==> config.mk <==
export PLATFORM = sky130hd
export DESIGN_NAME = ntt_cmd_sequencer
export DESIGN_NICKNAME = d
export VERILOG_FILES = /design/src/rtl/ntt_cmd_sequencer_pkg.sv /design/src/rtl/ntt_cmd_fifo.sv /design/src/rtl/ntt_cmd_sequencer.sv
export SDC_FILE = /design/constraint.sdc
export NUM_CORES = 1
export LEC_CHECK = 0
export ABC_CLOCK_PERIOD_IN_PS = 3000
export BUFFER_PORTS_ARGS = -buffer_cell sky130_fd_sc_hd__buf_2
export CAP_MARGIN = 20
export CORE_ASPECT_RATIO = 0.7
export CORE_MARGIN = 5
export CORE_UTILIZATION = 30
export CTS_CLUSTER_DIAMETER = 80
export CTS_CLUSTER_SIZE = 8
export DETAILED_ROUTE_END_ITERATION = 10
export SYNTH_ARGS = -nofsm -noshare
export SYNTH_HDL_FRONTEND = slang
export SYNTH_HIERARCHICAL = 1
export SYNTH_SLANG_ARGS = --single-unit
==> constraint.sdc <==
create_clock -name clk -period 3 [get_ports clk]
set_clock_uncertainty 0.15 [all_clocks]
set_input_delay 0.15 -clock clk [delete_from_list [all_inputs] [get_ports clk]]
set_output_delay 0.15 -clock clk [all_outputs]
set_load 0.01 [all_outputs]
==> src/rtl/ntt_cmd_sequencer_pkg.sv <==
// ntt_cmd_sequencer_pkg: shared command layout, mode encodings and FSM states
package ntt_cmd_sequencer_pkg;
   localparam int MODE_W = 2;
   localparam int OFF_W  = 10;
   localparam int CMD_W  = MODE_W + 1 + 3 * OFF_W;
   typedef enum logic [MODE_W-1:0] {
      MODE_NTT    = 2'd0,
      MODE_INVNTT = 2'd1,
      MODE_MULT   = 2'd2,
      MODE_ADDSUB = 2'd3
   } mode_e;
   typedef enum logic [2:0] {
      S_IDLE  = 3'd0,
      S_ISSUE = 3'd1,
      S_WAIT  = 3'd2,
      S_CLEAR = 3'd3,
      S_GAP   = 3'd4
   } state_e;
   typedef struct packed {
      logic [MODE_W-1:0] mode;
      logic              sub;
      logic [OFF_W-1:0]  off_a;
      logic [OFF_W-1:0]  off_b;
      logic [OFF_W-1:0]  off_w;
   } cmd_t;
endpackage

==> src/rtl/ntt_cmd_fifo.sv <==
// ntt_cmd_fifo: DEPTH-entry command queue with count-based full/empty
module ntt_cmd_fifo
   import ntt_cmd_sequencer_pkg::*;
#(
   parameter int DEPTH = 4
) (
   input  logic             clk,
   input  logic             rst,
   input  logic             push,
   input  logic             pop,
   input  logic [CMD_W-1:0] wdata,
   output logic [CMD_W-1:0] rdata,
   output logic             full,
   output logic             empty
);
   localparam int AW = $clog2(DEPTH);
   logic [CMD_W-1:0] mem [DEPTH];
   logic [AW-1:0]    wr_ptr, rd_ptr;
   logic [AW:0]      count;
   logic             wr_en, rd_en;
   assign full  = count == (AW+1)'(DEPTH);
   assign empty = count == '0;
   assign wr_en = push && !full;
   assign rd_en = pop && !empty;
   assign rdata = mem[rd_ptr];
   // storage needs no reset: empty masks whatever stale entries remain
   always_ff @(posedge clk)
      if (wr_en) mem[wr_ptr] <= wdata;
   // pointers wrap naturally; count tracks occupancy for full/empty
   always_ff @(posedge clk or posedge rst)
      if (rst) begin
         wr_ptr <= '0;
         rd_ptr <= '0;
         count  <= '0;
      end else begin
         if (wr_en) wr_ptr <= wr_ptr + 1'b1;
         if (rd_en) rd_ptr <= rd_ptr + 1'b1;
         count <= count + {{AW{1'b0}}, wr_en} - {{AW{1'b0}}, rd_en};
      end
endmodule

==> src/rtl/ntt_cmd_sequencer.sv <==
// ntt_cmd_sequencer: queues host commands and issues them to the NTT processor one at a time
module ntt_cmd_sequencer
   import ntt_cmd_sequencer_pkg::*;
#(
   parameter int DEPTH   = 4,
   parameter int TIMEOUT = 511
) (
   input  logic             clk,
   input  logic             rst,
   input  logic             cmd_valid,
   output logic             cmd_ready,
   input  logic [1:0]       cmd_mode,
   input  logic             cmd_sub,
   input  logic [9:0]       cmd_off_a,
   input  logic [9:0]       cmd_off_b,
   input  logic [9:0]       cmd_off_w,
   output logic             ntt_start,
   output logic [1:0]       ntt_mode,
   output logic             ntt_sub,
   output logic [9:0]       ntt_off_a,
   output logic [9:0]       ntt_off_b,
   output logic [9:0]       ntt_off_w,
   input  logic             ntt_finish,
   output logic             proc_clr,
   output logic             busy,
   output logic             done,
   output logic             err,
   input  logic             err_clr
);
   localparam int WD_W = $clog2(TIMEOUT + 1);
   state_e          state, state_nxt;
   cmd_t            cmd_in, head, cur;
   logic            full, empty, pop, timeout;
   logic [WD_W-1:0] wd;
   assign cmd_in = {cmd_mode, cmd_sub, cmd_off_a, cmd_off_b, cmd_off_w};
   ntt_cmd_fifo #(.DEPTH(DEPTH)) u_fifo (
      .clk   (clk),
      .rst   (rst),
      .push  (cmd_valid),
      .pop   (pop),
      .wdata (cmd_in),
      .rdata (head),
      .full  (full),
      .empty (empty)
   );
   assign timeout   = state == S_WAIT && !ntt_finish && wd == WD_W'(TIMEOUT);
   assign cmd_ready = !full;
   assign ntt_start = state == S_ISSUE;
   assign proc_clr  = state == S_CLEAR;
   assign done      = state == S_WAIT && ntt_finish;
   assign busy      = !empty || state != S_IDLE;
   assign ntt_mode  = cur.mode;
   assign ntt_sub   = cur.sub;
   assign ntt_off_a = cur.off_a;
   assign ntt_off_b = cur.off_b;
   assign ntt_off_w = cur.off_w;
   // next state: finish beats a coincident timeout because timeout is masked by ntt_finish
   always_comb begin
      state_nxt = state;
      pop       = 1'b0;
      case (state)
         S_IDLE:  state_nxt = empty ? S_IDLE : S_ISSUE;
         S_ISSUE: begin
            pop       = 1'b1;
            state_nxt = S_WAIT;
         end
         S_WAIT:  state_nxt = (ntt_finish || timeout) ? S_CLEAR : S_WAIT;
         S_CLEAR: state_nxt = S_GAP;
         default: state_nxt = S_IDLE;
      endcase
   end
   // state, captured command, watchdog and sticky error
   always_ff @(posedge clk or posedge rst)
      if (rst) begin
         state <= S_IDLE;
         cur   <= '0;
         wd    <= '0;
         err   <= 1'b0;
      end else begin
         state <= state_nxt;
         if (state == S_IDLE && !empty) cur <= head;
         wd  <= state == S_ISSUE ? WD_W'(1) :
                (state == S_WAIT && !ntt_finish && !timeout) ? wd + 1'b1 : '0;
         err <= err_clr ? 1'b0 : (timeout ? 1'b1 : err);
      end
endmodule

[Yosys cells after proc, flatten, opt, wreduce, memory -nomap -nowiden]
Memories as Yosys holds them, arrays and structs flattened. A register that Yosys moved wholly into a read port is not among the register bits.
Cells that the tools add are included.
Storage, ports and cells
  input port bits: 38
  logic and storage cells: 44
  bits in writable memories: 132
  memories kept: 1
  output and inout bits: 39
  flip-flop bits (word level): 20
Cells by class
  muxes and demuxes: 10
  reductions and logical operators: 17
  equality and inequality tests: 5
  add/sub/neg operators: 5
Memory list
  u_fifo.mem: words 4, width 33, rd ports 1, clocked after memory_dff 1, wr ports 1, line ntt_cmd_fifo.sv:17  | logic [CMD_W-1:0] mem [DEPTH];
Operators with widths (number)
  $mux 9: 2
  $pmux 3 s4: 1
  $add 9x1->9 const B: 1
  $eq 9x9->1 const B: 1
  $logic_and 1x1->1: 7
  $mux 1: 7
  $eq 3x2->1 const B: 2
  $logic_not 3->1: 2
  $add 2x1->2 const B: 2
  $logic_not 1->1: 4
  $add 3x1->3: 1
  $eq 3x1->1 const B: 1
  $eq 3x3->1 const B: 1
  $reduce_bool 3->1: 1
  $sub 3x1->3: 1
  $logic_or 1x1->1: 2
  $reduce_bool 2->1: 1

[Depth between registers and ports, before layout]
Gate-level depths: netlist (run 1).
  depth after elaboration: 7
  mapped depth: 10
  gate-level depth less buffers: 10

[By module]
Netlist (run 1), hierarchy kept.
By module, submodules not included
  ntt_cmd_fifo: area each 5290.1 um^2, cells each 215, sequential area each 4139.0 um^2, instances 1
  ntt_cmd_sequencer: area each 1846.8 um^2, cells each 130, sequential area each 1151.1 um^2, instances 1

[Least setup slack after synthesis (run 1)]
Ideal clock, no wire load.
  path kind: register -> register
  start: reg state[1]
  end: reg u_fifo.count[2]
  period minus slack after synthesis: 2428 ps
  slack: 572 ps
  data required time: 2727 ps
  cell stages (with the launch flop): 11
  library setup time: 123 ps
  arrival: 2155 ps
  path buffers: 0
  cells stage by stage: dfrtp_1 -> or3b_2 -> inv_1 -> o31ai_1 -> inv_1 -> ha_1 -> inv_1 -> ha_1 -> fa_1 -> xnor2_1 -> xnor2_1
On the way
  word-level cells in the longest chain between the ends: 4
Ends and longest elaborated chain
  start, declared: line ntt_cmd_sequencer.sv:31  | state_e state, state_nxt;
  start signal, assigned: line ntt_cmd_sequencer.sv:80  | state <= state_nxt;
  $eq 3x1->1
  named net ntt_start: line ntt_cmd_sequencer.sv:17  | output logic ntt_start,
  $mux 1: line ntt_cmd_sequencer.sv:61  | case (state)
  $logic_and 1x1->1: line ntt_cmd_fifo.sv:24  | assign rd_en = pop && !empty;
  named net u_fifo.rd_en: line ntt_cmd_fifo.sv:20  | logic wr_en, rd_en;
  $sub 3x1->3: line ntt_cmd_fifo.sv:38  | count <= count + {{AW{1'b0}}, wr_en} - {{AW{1'b0}}, rd_en};
  end signal, assigned: line ntt_cmd_fifo.sv:38
  end, declared: line ntt_cmd_fifo.sv:19  | logic [AW:0] count;
The timed path passes the listed nets, and every way through them passes these cells.
A chain may end at the register's enable or synchronous reset.

[Worst setup path in the final report (run 1)]
  start: reg state[1]
  end: reg u_fifo.count[2]
On the way
  word-level cells in the longest chain between the ends: 4
Ends and longest elaborated chain (line)
  $eq 3x1->1: ntt_cmd_sequencer.sv:61
  $mux 1: ntt_cmd_sequencer.sv:61
  $logic_and 1x1->1: ntt_cmd_fifo.sv:24
  named net u_fifo.rd_en: ntt_cmd_fifo.sv:20
  $sub 3x1->3: ntt_cmd_fifo.sv:38
The timed path passes the listed nets, and every way through them passes these cells.

==> results of run 1 <==
[power groups by stage]
| stage | clock [uW] | sequential, uW | combinational [uW] |
|---|---|---|---|
| detailed placement | 0 | 3960 | 2580 |
| floorplan | 0 | 3860 | 1820 |
| finish | 2250 | 3880 | 2540 |
| CTS | 2330 | 3910 | 2630 |
| global route | 2430 | 3970 | 2800 |
| global placement | 0 | 3910 | 2530 |
[flip-flops by register name, summed over array words and instances, names as in the netlist]
signal,count
err,1
ntt_mode,2
u_fifo/count,3
state,3
u_fifo/mem,132
ntt_off_a,10
u_fifo/wr_ptr,2
u_fifo/rd_ptr,2
wd,9
ntt_sub,1
ntt_off_b,10
ntt_off_w,10
[critical path, cell delays in order, from the launching register on]
cell and delay (ns):
dfrtp_1 0.45, or3b_2 0.52, inv_1 0.11, o31ai_1 0.10, inv_1 0.08, ha_1 0.11
inv_1 0.04, ha_1 0.18, fa_1 0.38, xnor2_1 0.18, xnor2_1 0.14
[synthesized netlist by cell type, types with 2 or more instances]
cell type	n	area, um2
dfrtp_1	53	1330
mux2_2	31	349
ha_1	8	100
nand2b_1	4	25.0
and3_1	2	12.5
and3b_1	6	52.6
nand4bb_1	2	22.5
nor2_1	8	30.0
buf_2	4	20.0
nand4_1	2	12.5
nand2_1	5	18.8
edfxtp_1	132	3960
o211ai_1	2	15.0
nand3_1	4	20.0
buf_12	3	60.1
buf_6	4	45.0
or3_1	3	18.8
o21ai_0	4	20.0
inv_1	12	45.0
xor2_1	2	17.5
a21oi_1	3	15.0
mux2_1	2	22.5
xnor2_1	5	43.8
mux4_1	5	131
mux4_2	28	631
[routing by layer]
layer / global-route usage / routed length (um)
met2: 0.181 / 7080
met3: 0.0333 / 525
met5: 0 / 0
met1: 0.143 / 6490
met4: 0.0370 / 187
[worst max-delay path by stage]
stage                   from              end  slack, ns
floorplan           state[1]  u_fifo/count[2]       0.57
CTS                 state[1]  u_fifo/count[2]       0.49
finish              state[1]  u_fifo/count[2]       0.49
global placement    state[1]  u_fifo/count[2]       0.55
detailed placement  state[1]  u_fifo/count[2]       0.51
global route        state[1]  u_fifo/count[2]       0.33
[timing repair]
action,CTS,global route
hold buffers,38,0
endpoints found under the setup margin,0,0
resized for setup,0,0
endpoints found under the hold margin,174,0
buffers inserted,0,0
[metrics by stage]
stage	cells	util	setup WS, ns	area [um2]
after floorplan	345	-	0.572	7140
after global placement	741	0.337	0.555	7930
after CTS	811	0.379	0.493	8930
after global routing	811	0.379	0.327	8930
after detailed placement	741	0.337	0.514	7930
final	811	0.379	0.487	8930
[area by class of cell]
cell class / count / share of cell area
Clock inverter: 9 / 0.00799
Clock buffer: 23 / 0.0607
Inverter: 12 / 0.00505
Tap cell: 318 / 0.0446
Timing Repair Buffer: 127 / 0.100
Multi-Input combinational cell: 137 / 0.188
Sequential cell: 185 / 0.593
[cells in the final DEF (no fill, tap or decap), types with 5 or more instances in the layout]
cell and instances:
dlygate4sd3_1 38, inv_1 11, buf_2 76, mux2_2 31, nand2_1 5, dfrtp_1 51
edfxtp_1 132, xnor2_1 5, buf_4 10, mux4_1 5, mux4_2 28, clkbuf_16 20
nor2_1 8, ha_1 8
[logic make-up after synthesis]
| family | count (synthesis) | share of synthesized area |
|---|---|---|
| simple gates | 42 | 0.0394 |
| xor+xnor | 7 | 0.00859 |
| flops | 185 | 0.741 |
| mux | 66 | 0.159 |
| compound gates | 13 | 0.0112 |
| buf+inv | 23 | 0.0238 |
| fa+ha+maj | 9 | 0.0168 |
==> qor.csv, run 1 <==
metric;value;unit
CP max FO;7;
worst path required time;3.20;ns
Tcrit/Tclk final;0.838;
CTS tree;yes;
Reg power frac;0.447;
FFs w/ async S/R, synth;0.286;
P per Cell Area;972;nW/um2
area added between synthesis and finish;25.1;%
Clock Power Share;0.260;
Post-synth EDFFs;132;
Yosys warning count;6;
slew margin rel.;0.436;
Starting DRT DRC Count;187;
core area;23500;um2
NetSw;2560;uW
Cell Area, Synth;7140;um2
Num Clock Sinks;185;
Die Width;194;um
post-synthesis sequential area ratio;0.741;
Worst Setup End Kind;flop;
initial antenna violation count;0;
gr usage total;0.111;
unrepaired setup endpoints after global routing;false;
Syn Nets;392;
Multi-input gate area;1680;um2
maximum clock insertion buffer count;2;
GPL Wtd Cong;0.682;
max-slew violations;0;
routed wire length;14.3;mm
die area;27000;um2
Total Neg Setup Slack;0;ns
Port Buffer Count;76;
antenna fix cells;0;
Via density;4.49;
Max Fclk;398;MHz
sw frac;0.295;
Avg Inst Size Synth;20.7;um2
drt wl/cell;17.6;um
Power Total;8680;uW
Top Ports;77;
# fillers;2211;
Skew-Pair Late Insertion Delay;0.43;ns
#FFs+latches synth;185;
die height;139;um
vias in the first global route;4008;
WP data arrival;2.72;ns
Num CTS Buffers;17;
final net count;527;
R2R Path End;u_fifo/count[2];
maximum vdd drop;0.538;mV
first-pass GRT wire length;22.9;mm
Min Clock Period, post-route;2.51;ns
combinational power share;0.293;
# DRC;0;
Main synth FF type;edfxtp_1;
share of cells above drive strength 1;0.385;
Antenna Nets Post-Route;0;
Critical Path Source Type;flop;
register area;5290;um2
worst r2r path cells;10;
Hold WC Path Type;in -> async;
Starting Density;0.303;
largest net degree at the start of global routing;34;
worst-margin pin slew;0.844;ns
Internal;6120;uW
Max-cap violations;0;
Setup CP Type;reg -> reg;
clk slew on worst S/H paths;0.07;ns
hold slack;0.0594;ns
final hold violations;0;
status;finished, final reports clean;
count of cell types in the netlist;36;
setup violators final;0;
Pleak;0.00332;uW
Overflow after GRT;0;
root buf cell;clkbuf_16;
post-DP HPWL;8.94;mm
CTS H-tree lvls;4;
flop-to-flop setup slack;0.49;ns
Vias;3639;
cell count after synthesis;345;
Rows;47;
Crit Reg-Reg Startpoint;state[1];
Pre-antenna DRT Iters;7;
Power figures use the tool's default switching activity.
==> inputs of run 2 (changes only) <==
--- a/config.mk
+++ b/config.mk
@@ -5,7 +5,7 @@
 export SDC_FILE = /design/constraint.sdc
 export NUM_CORES = 1
 export LEC_CHECK = 0
-export ABC_CLOCK_PERIOD_IN_PS = 3000
+export ABC_CLOCK_PERIOD_IN_PS = 2400
 export BUFFER_PORTS_ARGS = -buffer_cell sky130_fd_sc_hd__buf_2
 export CAP_MARGIN = 20
 export CORE_ASPECT_RATIO = 0.7
==> constraint.sdc (replaced) <==
create_clock -name clk -period 2.4 [get_ports clk]
set_clock_uncertainty 0.15 [all_clocks]
set_input_delay 0.12 -clock clk [delete_from_list [all_inputs] [get_ports clk]]
set_output_delay 0.12 -clock clk [all_outputs]
set_load 0.01 [all_outputs]
==> run 2 against run 1 <==
Routed wire length decreased by 0.17%. Clock-buffer cell count is 5 lower. Combinational power is 38% higher. Global-route usage about the same. Sequential power grew 22%. Cell count rose by 0.49%. Largest cell class unchanged.
==> qor.csv, run 2 (synthesized netlist as in run 1, its figures left out) <==
metric;value;unit
post-place setup slack;0.00846;ns
worst-margin pin slew;0.515;ns
largest net degree at the start of global routing;35;
Worst path top cell family by delay;adder cells;
Starting DRT DRC Count;134;
CTS tree;yes;
die height;139;um
Max-cap violations;0;
Overflow after GRT;0;
post-DP HPWL;8.53;mm
unrepaired setup endpoints after global routing;false;
Final WS setup;0.129;ns
max-slew violations;0;
Skew-Pair Late Insertion Delay;0.43;ns
Max Fclk;440;MHz
setup violators final;0;
clk slew on worst S/H paths;0.07;ns
Vias;3592;
vias in the first global route;3895;
# DRC;0;
number of buffers and inverters on the critical path;3;
Total Neg Setup Slack;0;ns
GPL Wtd Cong;0.693;
critical path's slowest cell;or3b_4;
crit-path cells;or3b_4, inv_4, o31ai_4, inv_1, ha_1, inv_2, ha_4, fa_2, xnor2_2, xnor2_1;
worst path required time;2.57;ns
Hold WC Path Type;in -> async;
final hold violations;0;
root buf cell;clkbuf_16;
highest-count cells in the layout ignoring fill and taps;edfxtp_1, buf_2, dfrtp_1, dlygate4sd3_1, mux2_2;
max FFs per register;132;
antenna fix cells;0;
CP max FO;3;
status;finished, final reports clean;
P per Cell Area;1210;nW/um2
first-pass GRT wire length;22.7;mm
area added between synthesis and finish;25.8;%
slowest stage delay, CP;0.43;ns
Top Ports;77;
Rows;47;
maximum clock insertion buffer count;2;
final net count;531;
initial antenna violation count;0;
Tcrit/Tclk final;0.946;
Port Buffer Count;76;
maximum vdd drop;0.497;mV
die area;27000;um2
routed wire length;14.3;mm
Min Clock Period, post-route;2.27;ns
Setup CP Type;reg -> reg;
gr usage total;0.111;
slew margin rel.;0.654;
Starting Density;0.303;
WP data arrival;2.44;ns
share of cells above drive strength 1;0.402;
Die Width;194;um
Num CTS Buffers;17;
Via density;4.41;
CTS H-tree lvls;4;
# fillers;2179;
Reg with most FFs;u_fifo/mem;
Worst Setup End Kind;flop;
Antenna Nets Post-Route;0;
leading cell type in the layout, fill and taps excluded;edfxtp_1;
Critical Path Source Type;flop;
drt wl/cell;17.5;um
Pre-antenna DRT Iters;4;
Power Total;10800;uW
core area;23500;um2
Pleak;0.00331;uW
Num Clock Sinks;185;
==> run 2: cell count changes in the layout (fill, tap and decap cells not counted), moves of 2 or more <==
cell / delta
clkbuf_16: -3
inv_6: +4
inv_1: -2
clkinvlp_4: +2
clkbuf_8: -3
buf_12: +4
dfrtp_2: +2
dfrtp_1: -2
==> run 2: worst paths after layout <==
kind                       slack, ns  depth (start not counted)                 to          from
setup reg to reg                0.13                         10    u_fifo/count[2]      state[2]
hold reg to reg                 0.35                          1       ntt_off_a[0]  ntt_off_a[0]
hold / removal                  0.04                          3    u_fifo/count[1]           rst
min in group clk                0.29                          2  u_fifo/mem[0][17]  cmd_off_b[7]
max in group asynchronous       1.29                          4              wd[7]           rst
setup / recovery                0.13                         10    u_fifo/count[2]      state[2]
==> run 2: layer usage <==
layer	global-route usage	part of all wire	up-vias	wire, um
li1	-	-	1651	-
met5	0	0	-	0
met4	0.0307	0.010	0	143
met3	0.0362	0.041	10	586
met1	0.141	0.44	1867	6280
met2	0.184	0.51	64	7250
==> run 2: layout make-up <==
type | instances | area (um2) | area share
Sequential cell | 185 | 5300 | 0.590
Timing Repair Buffer | 131 | 976 | 0.109
Multi-Input combinational cell | 137 | 1720 | 0.192
Inverter | 12 | 47.5 | 0.00530
Tap cell | 318 | 398 | 0.0443
Clock inverter | 14 | 110 | 0.0123
Clock buffer | 18 | 429 | 0.0478
==> run 2: worst min-delay path, stage by stage <==
cell and delay, ns:
dlygate4sd3_1 0.53, buf_2 0.13, inv_1 0.23
==> run 2: stage by stage <==
stage                     instances  utilization  hold slack [ns]  area (um2)
after floorplan                 345            -           -0.227        7140
after global placement          742        0.340          -0.0569        7990
after detailed placement        742        0.340          -0.0593        7990
after CTS                       812        0.379           0.0286        8910
after global routing            815        0.382           0.0767        8980
final                           815        0.382           0.0377        8980
==> run 2: repair_timing <==
item / CTS / global route
gates cloned: 0 / 0
setup buffers: 0 / 3
endpoints found under the hold margin: 166 / 0
pin swaps: 0 / 4
gates resized for setup: 1 / 10
hold buffers: 38 / 0
setup endpoints to repair: 1 / 1
==> run 2: where the power goes <==
group,internal (uW),switching (uW)
logic,1860,1640
registers,4330,414
clock network,1350,1240
total,7540,3300
